===== src/rtl/dram_cache_pkg.sv =====
// ----------------------------------------------------------------------------
// dram_cache_pkg : shared scheduler types and watermark defaults.  rev 1.0
// ----------------------------------------------------------------------------
`default_nettype none

package dram_cache_pkg;
  typedef enum logic [0:0] {
    SCHED_READ  = 1'b0,
    SCHED_DRAIN = 1'b1
  } sched_state_e;

  localparam int DEF_HI_WM         = 48;
  localparam int DEF_LO_WM         = 16;
  localparam int DEF_RD_STARVE_MAX = 32;
endpackage

`default_nettype wire


===== src/rtl/wr_pair_track.sv =====
// ----------------------------------------------------------------------------
// wr_pair_track : AW/W half-done flags, stall holds and boundary detect. rev 1.0
// ----------------------------------------------------------------------------
`default_nettype none

module wr_pair_track (
  input  logic clk,
  input  logic rst,
  input  logic aw_fire,
  input  logic w_fire,
  input  logic aw_stall,
  input  logic w_stall,
  output logic aw_done,
  output logic w_done,
  output logic aw_hold,
  output logic w_hold,
  output logic boundary
);
  logic aw_side;
  logic w_side;
  logic pair_done;

  assign aw_side   = aw_done | aw_fire;
  assign w_side    = w_done | w_fire;
  assign pair_done = aw_side & w_side;
  // Boundary looks at the pair as it will stand after this cycle.
  assign boundary  = ~(aw_side ^ w_side) & ~aw_stall & ~w_stall;

  always_ff @(posedge clk or posedge rst) begin
    if (rst) begin
      aw_done <= 1'b0;
      w_done  <= 1'b0;
      aw_hold <= 1'b0;
      w_hold  <= 1'b0;
    end else begin
      aw_done <= aw_side & ~pair_done;
      w_done  <= w_side & ~pair_done;
      aw_hold <= aw_stall;
      w_hold  <= w_stall;
    end
  end
endmodule

`default_nettype wire


===== src/rtl/mem_port_sched.sv =====
// ----------------------------------------------------------------------------
// mem_port_sched : read/fill-write port scheduler with watermark drain. rev 1.0
// ----------------------------------------------------------------------------
`default_nettype none

module mem_port_sched
  import dram_cache_pkg::*;
#(
  parameter int ADDR_WIDTH    = 32,
  parameter int DATA_WIDTH    = 512,
  parameter int ID_WIDTH      = 4,
  parameter int LVL_WIDTH     = 7,
  parameter int HI_WM         = DEF_HI_WM,
  parameter int LO_WM         = DEF_LO_WM,
  parameter int RD_STARVE_MAX = DEF_RD_STARVE_MAX
) (
  input  logic                  clk,
  input  logic                  rst,
  input  logic [ID_WIDTH-1:0]   rd_arid_i,
  input  logic [ADDR_WIDTH-1:0] rd_araddr_i,
  input  logic                  rd_arvalid_i,
  output logic                  rd_arready_o,
  input  logic [ID_WIDTH-1:0]   wr_awid_i,
  input  logic [ADDR_WIDTH-1:0] wr_awaddr_i,
  input  logic                  wr_awvalid_i,
  output logic                  wr_awready_o,
  input  logic [ID_WIDTH-1:0]   wr_wid_i,
  input  logic [DATA_WIDTH-1:0] wr_wdata_i,
  input  logic                  wr_wvalid_i,
  output logic                  wr_wready_o,
  input  logic [LVL_WIDTH-1:0]  fill_level_i,
  output logic [ID_WIDTH-1:0]   m_arid_o,
  output logic [ADDR_WIDTH-1:0] m_araddr_o,
  output logic                  m_arvalid_o,
  input  logic                  m_arready_i,
  output logic [ID_WIDTH-1:0]   m_awid_o,
  output logic [ADDR_WIDTH-1:0] m_awaddr_o,
  output logic                  m_awvalid_o,
  input  logic                  m_awready_i,
  output logic [ID_WIDTH-1:0]   m_wid_o,
  output logic [DATA_WIDTH-1:0] m_wdata_o,
  output logic                  m_wvalid_o,
  input  logic                  m_wready_i,
  output logic                  sched_state_o
);
  localparam int CNT_W = $clog2(RD_STARVE_MAX + 1);

  sched_state_e     state;
  logic [CNT_W-1:0] starve_cnt;
  logic             aw_done, w_done, aw_hold, w_hold, boundary;
  logic             rd_gnt, aw_gnt, w_gnt, new_wr;
  logic             ar_stall, aw_stall, w_stall;

  // Grants are masked by rst so every handshake signal is 0 while reset is high.
  assign rd_gnt = ~rst & (state == SCHED_READ);
  assign new_wr = (state == SCHED_DRAIN) | ~rd_arvalid_i;
  assign aw_gnt = ~rst & ~aw_done & (w_done | new_wr | aw_hold);
  assign w_gnt  = ~rst & ~w_done & (aw_done | new_wr | w_hold);

  assign m_arid_o    = rd_arid_i;
  assign m_araddr_o  = rd_araddr_i;
  assign m_arvalid_o = rd_arvalid_i & rd_gnt;
  assign rd_arready_o = m_arready_i & rd_gnt;

  assign m_awid_o    = wr_awid_i;
  assign m_awaddr_o  = wr_awaddr_i;
  assign m_awvalid_o = wr_awvalid_i & aw_gnt;
  assign wr_awready_o = m_awready_i & aw_gnt;

  assign m_wid_o     = wr_wid_i;
  assign m_wdata_o   = wr_wdata_i;
  assign m_wvalid_o  = wr_wvalid_i & w_gnt;
  assign wr_wready_o = m_wready_i & w_gnt;

  assign ar_stall = m_arvalid_o & ~m_arready_i;
  assign aw_stall = m_awvalid_o & ~m_awready_i;
  assign w_stall  = m_wvalid_o & ~m_wready_i;

  wr_pair_track u_pair (
    .clk      (clk),
    .rst      (rst),
    .aw_fire  (m_awvalid_o & m_awready_i),
    .w_fire   (m_wvalid_o & m_wready_i),
    .aw_stall (aw_stall),
    .w_stall  (w_stall),
    .aw_done  (aw_done),
    .w_done   (w_done),
    .aw_hold  (aw_hold),
    .w_hold   (w_hold),
    .boundary (boundary)
  );

  always_ff @(posedge clk or posedge rst) begin
    if (rst) begin
      state      <= SCHED_READ;
      starve_cnt <= '0;
    end else begin
      case (state)
        SCHED_READ: begin
          if ((fill_level_i >= LVL_WIDTH'(HI_WM)) && !ar_stall) begin
            state      <= SCHED_DRAIN;
            starve_cnt <= '0;
          end
        end
        default: begin
          if (rd_arvalid_i && (starve_cnt != CNT_W'(RD_STARVE_MAX)))
            starve_cnt <= starve_cnt + 1'b1;
          if (boundary && ((fill_level_i <= LVL_WIDTH'(LO_WM)) ||
                           (starve_cnt == CNT_W'(RD_STARVE_MAX))))
            state <= SCHED_READ;
        end
      endcase
    end
  end

  assign sched_state_o = (state == SCHED_DRAIN);
endmodule

`default_nettype wire

===== config.mk =====
export PLATFORM = sky130hd
export DESIGN_NAME = mem_port_sched
export DESIGN_NICKNAME = d
export VERILOG_FILES = /design/src/rtl/dram_cache_pkg.sv /design/src/rtl/wr_pair_track.sv /design/src/rtl/mem_port_sched.sv
export SDC_FILE = /design/constraint.sdc
export NUM_CORES = 1
export LEC_CHECK = 0
export BUFFER_PORTS_ARGS = -buffer_cell sky130_fd_sc_hd__buf_2
export CAP_MARGIN = 5
export CORE_AREA = 2 2 468 470
export CTS_CLUSTER_DIAMETER = 120
export DETAILED_ROUTE_END_ITERATION = 12
export DIE_AREA = 0 0 470 472
export MAX_ROUTING_LAYER = met4
export PLACE_DENSITY_LB_ADDON = 0.15
export REMOVE_ABC_BUFFERS = 1
export SLEW_MARGIN = 5
export SYNTH_ARGS = -nofsm -noshare
export SYNTH_HDL_FRONTEND = slang
export SYNTH_SLANG_ARGS = --single-unit

===== constraint.sdc =====
create_clock -name clk -period 5.5 [get_ports clk]
set_input_delay 1.1 -clock clk [delete_from_list [all_inputs] [get_ports clk]]
set_output_delay 1.1 -clock clk [all_outputs]
set_load 0.05 [all_outputs]

* Word-level counts from Yosys, hierarchy flattened
Index checks and enable logic that the tools add are counted.
W data, S select, Z words.
** Operators by class
- Equal/unequal tests :: 3
- Add/sub/neg operators :: 1
- Mux-type cells :: 6
- Bitwise logic cells :: 41
- Order comparisons :: 2
- Reductions and logical operators :: 7
** Operators by type and width (number)
- $and A1 B1 Y1 :: 21
- $mux W6 :: 3
- $not A1 Y1 :: 12
- $ge A7 B6 Y1 const B :: 1
- $le A7 B5 Y1 const B :: 1
- $or A1 B1 Y1 :: 7
- $add A6 B1 Y6 const B :: 1
- $eq A6 B6 Y1 const B :: 1
- $ne A6 B6 Y1 const B :: 1
- $logic_and A1 B1 Y1 :: 3
- $mux W1 :: 3
- $ne A2 B1 Y1 const B :: 1
- $reduce_and A2 Y1 :: 1
- $reduce_bool A2 Y1 :: 1
- $logic_not A1 Y1 :: 1
- $logic_or A1 B1 Y1 :: 1
- $xor A1 B1 Y1 :: 1
** Word-level totals
- Output and inout port bits :: 595
- Bits of input ports :: 603
- Word-level logic and storage cells :: 66
- Register bits after elaboration :: 11

* Logic depth before layout (Yosys ltp)
- Depth after elaboration :: 15
- Depth in mapped cells :: 9
- Mapped depth without buffers :: 8

* Modules after synthesis
Synthesis repeated with hierarchy kept, for this count alone.
** Second synthesis, totals
- Cells, all modules :: 667
- Area, all modules :: 5165.0 um2
** Modules (own cells, without submodules)
- mem_port_sched :: instances 1, area an instance 5008.6 um2, cells an instance 655
- wr_pair_track :: instances 1, area an instance 156.4 um2, cells an instance 12

* Worst setup path after synthesis
No wires, ideal clock.
- Path kind :: in2out
- Start point :: in rd_arvalid_i
- End point :: out m_arvalid_o
- Setup slack :: 2.154 ns
- Data arrival time :: 2.246 ns
- Path buffers :: 0
- Cell stages on the path :: 1
- Data required time :: 4.400 ns
- Cell sequence :: nor3b_1
** Between the ends
- Cells in the longest elaborated chain, start to end :: 1
** Ends and longest elaborated chain
- start: declaration :: line mem_port_sched.sv:21 : input logic rd_arvalid_i,
- $and A1 B1 Y1 :: line mem_port_sched.sv:62 : assign m_arvalid_o = rd_arvalid_i & rd_gnt;
- end: declaration :: line mem_port_sched.sv:34 : output logic m_arvalid_o,
Every way passes these cells.

* Worst setup path after layout
- Start point :: in rd_arvalid_i
- End point :: out m_wvalid_o
** Between the ends
- Cells in the longest elaborated chain, start to end :: 6
** Ends and longest elaborated chain
- $not A1 Y1 :: line mem_port_sched.sv:56 : assign new_wr = (state == SCHED_DRAIN) | ~rd_arvalid_i;
- $or A1 B1 Y1 :: line mem_port_sched.sv:56
- $or A1 B1 Y1 (2 in series) :: line mem_port_sched.sv:58 : assign w_gnt = ~rst & ~w_done & (aw_done | new_wr | w_hold);
- $and A1 B1 Y1 :: line mem_port_sched.sv:58
- $and A1 B1 Y1 :: line mem_port_sched.sv:72 : assign m_wvalid_o = wr_wvalid_i & w_gnt;
- end: declaration :: line mem_port_sched.sv:42 : output logic m_wvalid_o,
Every way passes these cells.

==> flow_metrics.py <==
metrics = {
    "status": {
        "outcome": "finished, final reports clean",
    },
    "power": {
        "pwr-share-clk_pct": 30.5,
        "power.density_nw_per_um2": 100,
        "switchingPower_uw": 183,
        "max-vdd-ir-drop_mv": 0.0930,
        "swShare_pct": 41.5,
        "power.internal_uw": 258,
        "combinationalPowerShare_pct": 37.9,
        "p_leak_uw": 0.000462,
        "finalPower_uw": 442,
        "p_seq_share_pct": 31.6,
    },
    "yosys": {
        "yosysMostFrequentCell": "buf_4",
        "synth_enable_flop_cells": 0,
        "synth.top_cell.area_share_pct": 86.9,
        "yosysTopAreaCell": "buf_4",
        "syn_inst": 655,
        "syn_area_per_cell_sq_um": 7.75,
        "ys.warnings.count": 0,
        "ys_seq_elements": 11,
        "synth_area_leaders": "buf_4 (87%), dfrtp_1 (5.4%), ha_1 (0.99%)",
        "syn-cell-area_sq_um": 5080,
        "synth_flop_cell": "dfrtp_1",
        "yosys.cell_types.count": 27,
        "synthTopCellsByCount": "buf_4 (588), dfrtp_1 (11), nor2_1 (7)",
        "synthArstFlopShare_pct": 100,
        "yosysSeqAreaShare_pct": 5.42,
    },
    "setup_path": {
        "r2r_start": "sched_state_o",
        "endpoint_kind": "output port",
        "crit_fanout": 6,
        "ff2ff_path_depth": 7,
        "start_kind": "primary input",
        "worstReg2RegEnd": "sched_state_o",
        "crit_arrival_ns": 2.22,
        "critPathKind": "primary input to output port",
        "r2r_setup_slack_ns": 3.40,
        "cp.required_ns": 4.40,
    },
    "timing": {
        "min_period_ns": 3.32,
        "fin_skew_ns": 0.00141,
        "min_period_over_period_pct": 60.4,
        "worst_pin_slew_ns": 0.589,
        "final-setup-viol-count": 0,
        "fin_setup_tns_ns": 0,
        "hold_violations": 0,
        "maxSlewHeadroom_pct": 61.0,
        "fmax_ghz": 0.301,
        "grt_setup_unrepaired": "no",
        "slew_violations": 0,
    },
    "final_layout": {
        "stdcell_count": 2946,
        "drive_above_1_share_pct": 35.9,
        "fin_util_pct": 2.04,
        "nets": 700,
        "final_area_sq_um": 4420,
        "syn2layout_area_growth_pct": -13.0,
        "antenna_cells": 0,
    },
    "route": {
        "drtPass1Iterations": 4,
        "ant_nets": 0,
        "drt-initial-drc-count": 634,
        "drcViolationCount": 0,
        "num_vias": 4628,
        "drt-total-wl_um": 374000,
        "avgRoutedWirePerCell_um": 127,
        "avgViaCountPerCell": 1.57,
    },
    "worst_hold_path": {
        "whs_endpoint": "starve_cnt[2]",
        "min_from": "starve_cnt[2]",
        "whs_path_depth": 1,
        "hp-class": "flop to flop",
    },
    "clocking": {
        "clkTransAtPathRegs_ns": 0.04,
        "cts_buffer_depth": 2,
        "cts_tree": "built",
        "htreeDepth": 1,
        "cts_resized": 0,
        "cts.sinks": 11,
        "clk-insertion-delay-late_ns": 0.24,
        "cts_buffers": 3,
        "cts_root_buf": "clkbuf_16",
        "cts_setup_buffers": 0,
        "postCtsHoldBufs": 0,
    },
    "die": {
        "die_x_um": 470,
        "dieArea_sq_um": 222000,
        "core-area_sq_um": 217000,
        "die_y_um": 472,
        "initial_core_util_pct": 2.34,
        "rows": 171,
        "boundaryPins": 1198,
    },
    "global_routing": {
        "antenna_found_initial": 2,
        "grt_pass1_wl_um": 382000,
        "gr-total-overflow": 0,
        "grt_pass1_vias": 2597,
        "grt_usage_pct": 33.6,
        "grt_max_degree": 12,
    },
    "placed_design": {
        "place_inst": 2942,
        "dpl_cell_area_sq_um": 4340,
        "portBuffers": 21,
        "hpwl_um": 372000,
        "place_congestion": 1.58,
    },
    "job": {
        "cap_violations": 0,
    },
}
==> stage by stage <==
step	worst slack, ns	hold slack (ns)
after floorplan	2.15	0.462
after global placement	2.19	0.544
after detailed placement	2.19	0.519
after CTS	2.19	0.533
after global routing	2.17	0.541
final	2.18	0.525
==> layout make-up <==
| type | count | area [sq um] |
|---|---|---|
| flip-flops and latches | 11 | 275 |
| inverters | 8 | 30.0 |
| clock buffers | 4 | 78.8 |
| repair buffers | 22 | 113 |
| multi-input cells | 47 | 352 |
| well taps | 2854 | 3570 |
| fillers | 26000 | 212000 |
==> worst max-delay path, cell delays in order <==
cell,delay [ns]
buf_2,0.14
or4b_4,0.48
nand3_2,0.13
inv_2,0.05
buf_2,0.30
==> flip-flops by register name, summed over array words and instances, names as in the netlist <==
name,count
u_pair.w_hold,1
u_pair.aw_hold,1
sched_state_o,1
starve_cnt,6
u_pair.aw_done,1
u_pair.w_done,1
==> power groups by stage <==
stage | sequential [uW] | clock (uW) | combinational (uW)
after floorplan | 138 | 0 | 101
after global placement | 141 | 0 | 172
after detailed placement | 142 | 0 | 169
after CTS | 140 | 139 | 170
after global routing | 144 | 146 | 181
final | 139 | 135 | 168
==> kinds of logic after synthesis <==
group,count (synthesis),share of synthesized area [%]
xor gates and xnor gates,3,0.518
DFF,11,5.42
and+or+nand+nor,28,3.45
AOI/OAI and AO/OA,11,1.68
buffers and inverters,597,87.8
muxes,1,0.197
adders and majority gates,4,0.986
==> cell usage in the layout, fill, tap and decap left out <==
| cell type | synthesis | layout |
|---|---|---|
| buf_2 | 0 | 21 |
| dfrtp_1 | 11 | 11 |
| nor2_1 | 7 | 7 |
| inv_1 | 5 | 5 |
| and3_1 | 4 | 4 |
| nand3_1 | 4 | 4 |
| ha_1 | 4 | 4 |
| xor2_1 | 3 | 3 |
| inv_2 | 3 | 3 |
| nand2_1 | 3 | 3 |
| clkbuf_16 | 0 | 3 |
| nor3b_1 | 3 | 2 |
| o211ai_1 | 2 | 2 |
| or4b_4 | 2 | 2 |
| nand3_2 | 2 | 2 |
| a21o_1 | 2 | 2 |
| a21oi_1 | 1 | 1 |
| nor3_1 | 1 | 1 |
| nand4bb_1 | 1 | 1 |
| or3_1 | 1 | 1 |
| o21ai_1 | 1 | 1 |
| nor3b_2 | 0 | 1 |
| o41a_1 | 1 | 1 |
| o32ai_1 | 1 | 1 |
| o221ai_1 | 1 | 1 |
| o22a_1 | 1 | 1 |
| mux2i_1 | 1 | 1 |
| o31ai_1 | 1 | 1 |
| clkbuf_1 | 0 | 1 |
| buf_4 | 588 | 1 |
==> worst max-delay path by stage <==
stage                  from           to  slack (ns)  depth (start not counted)
2_1_floorplan  rd_arvalid_i  m_arvalid_o        2.15                          1
3_3_place_gp   rd_arvalid_i  m_awvalid_o        2.19                          5
3_5_place_dp   rd_arvalid_i   m_wvalid_o        2.19                          5
4_1_cts        rd_arvalid_i   m_wvalid_o        2.19                          5
5_1_grt        rd_arvalid_i   m_wvalid_o        2.17                          5
6_report       rd_arvalid_i   m_wvalid_o        2.18                          5
==> routing by layer <==
metal	routed length [um]	share of wire (%)	vias up	GRT usage, %
met2	199000	53	2625	62.5
met1	28000	7.5	1485	6.21
met4	31300	8.4	0	20.4
li1	-	-	290	-
met5	0	0	-	-
met3	116000	31	228	48.9
(Power assumes the default switching activity.)
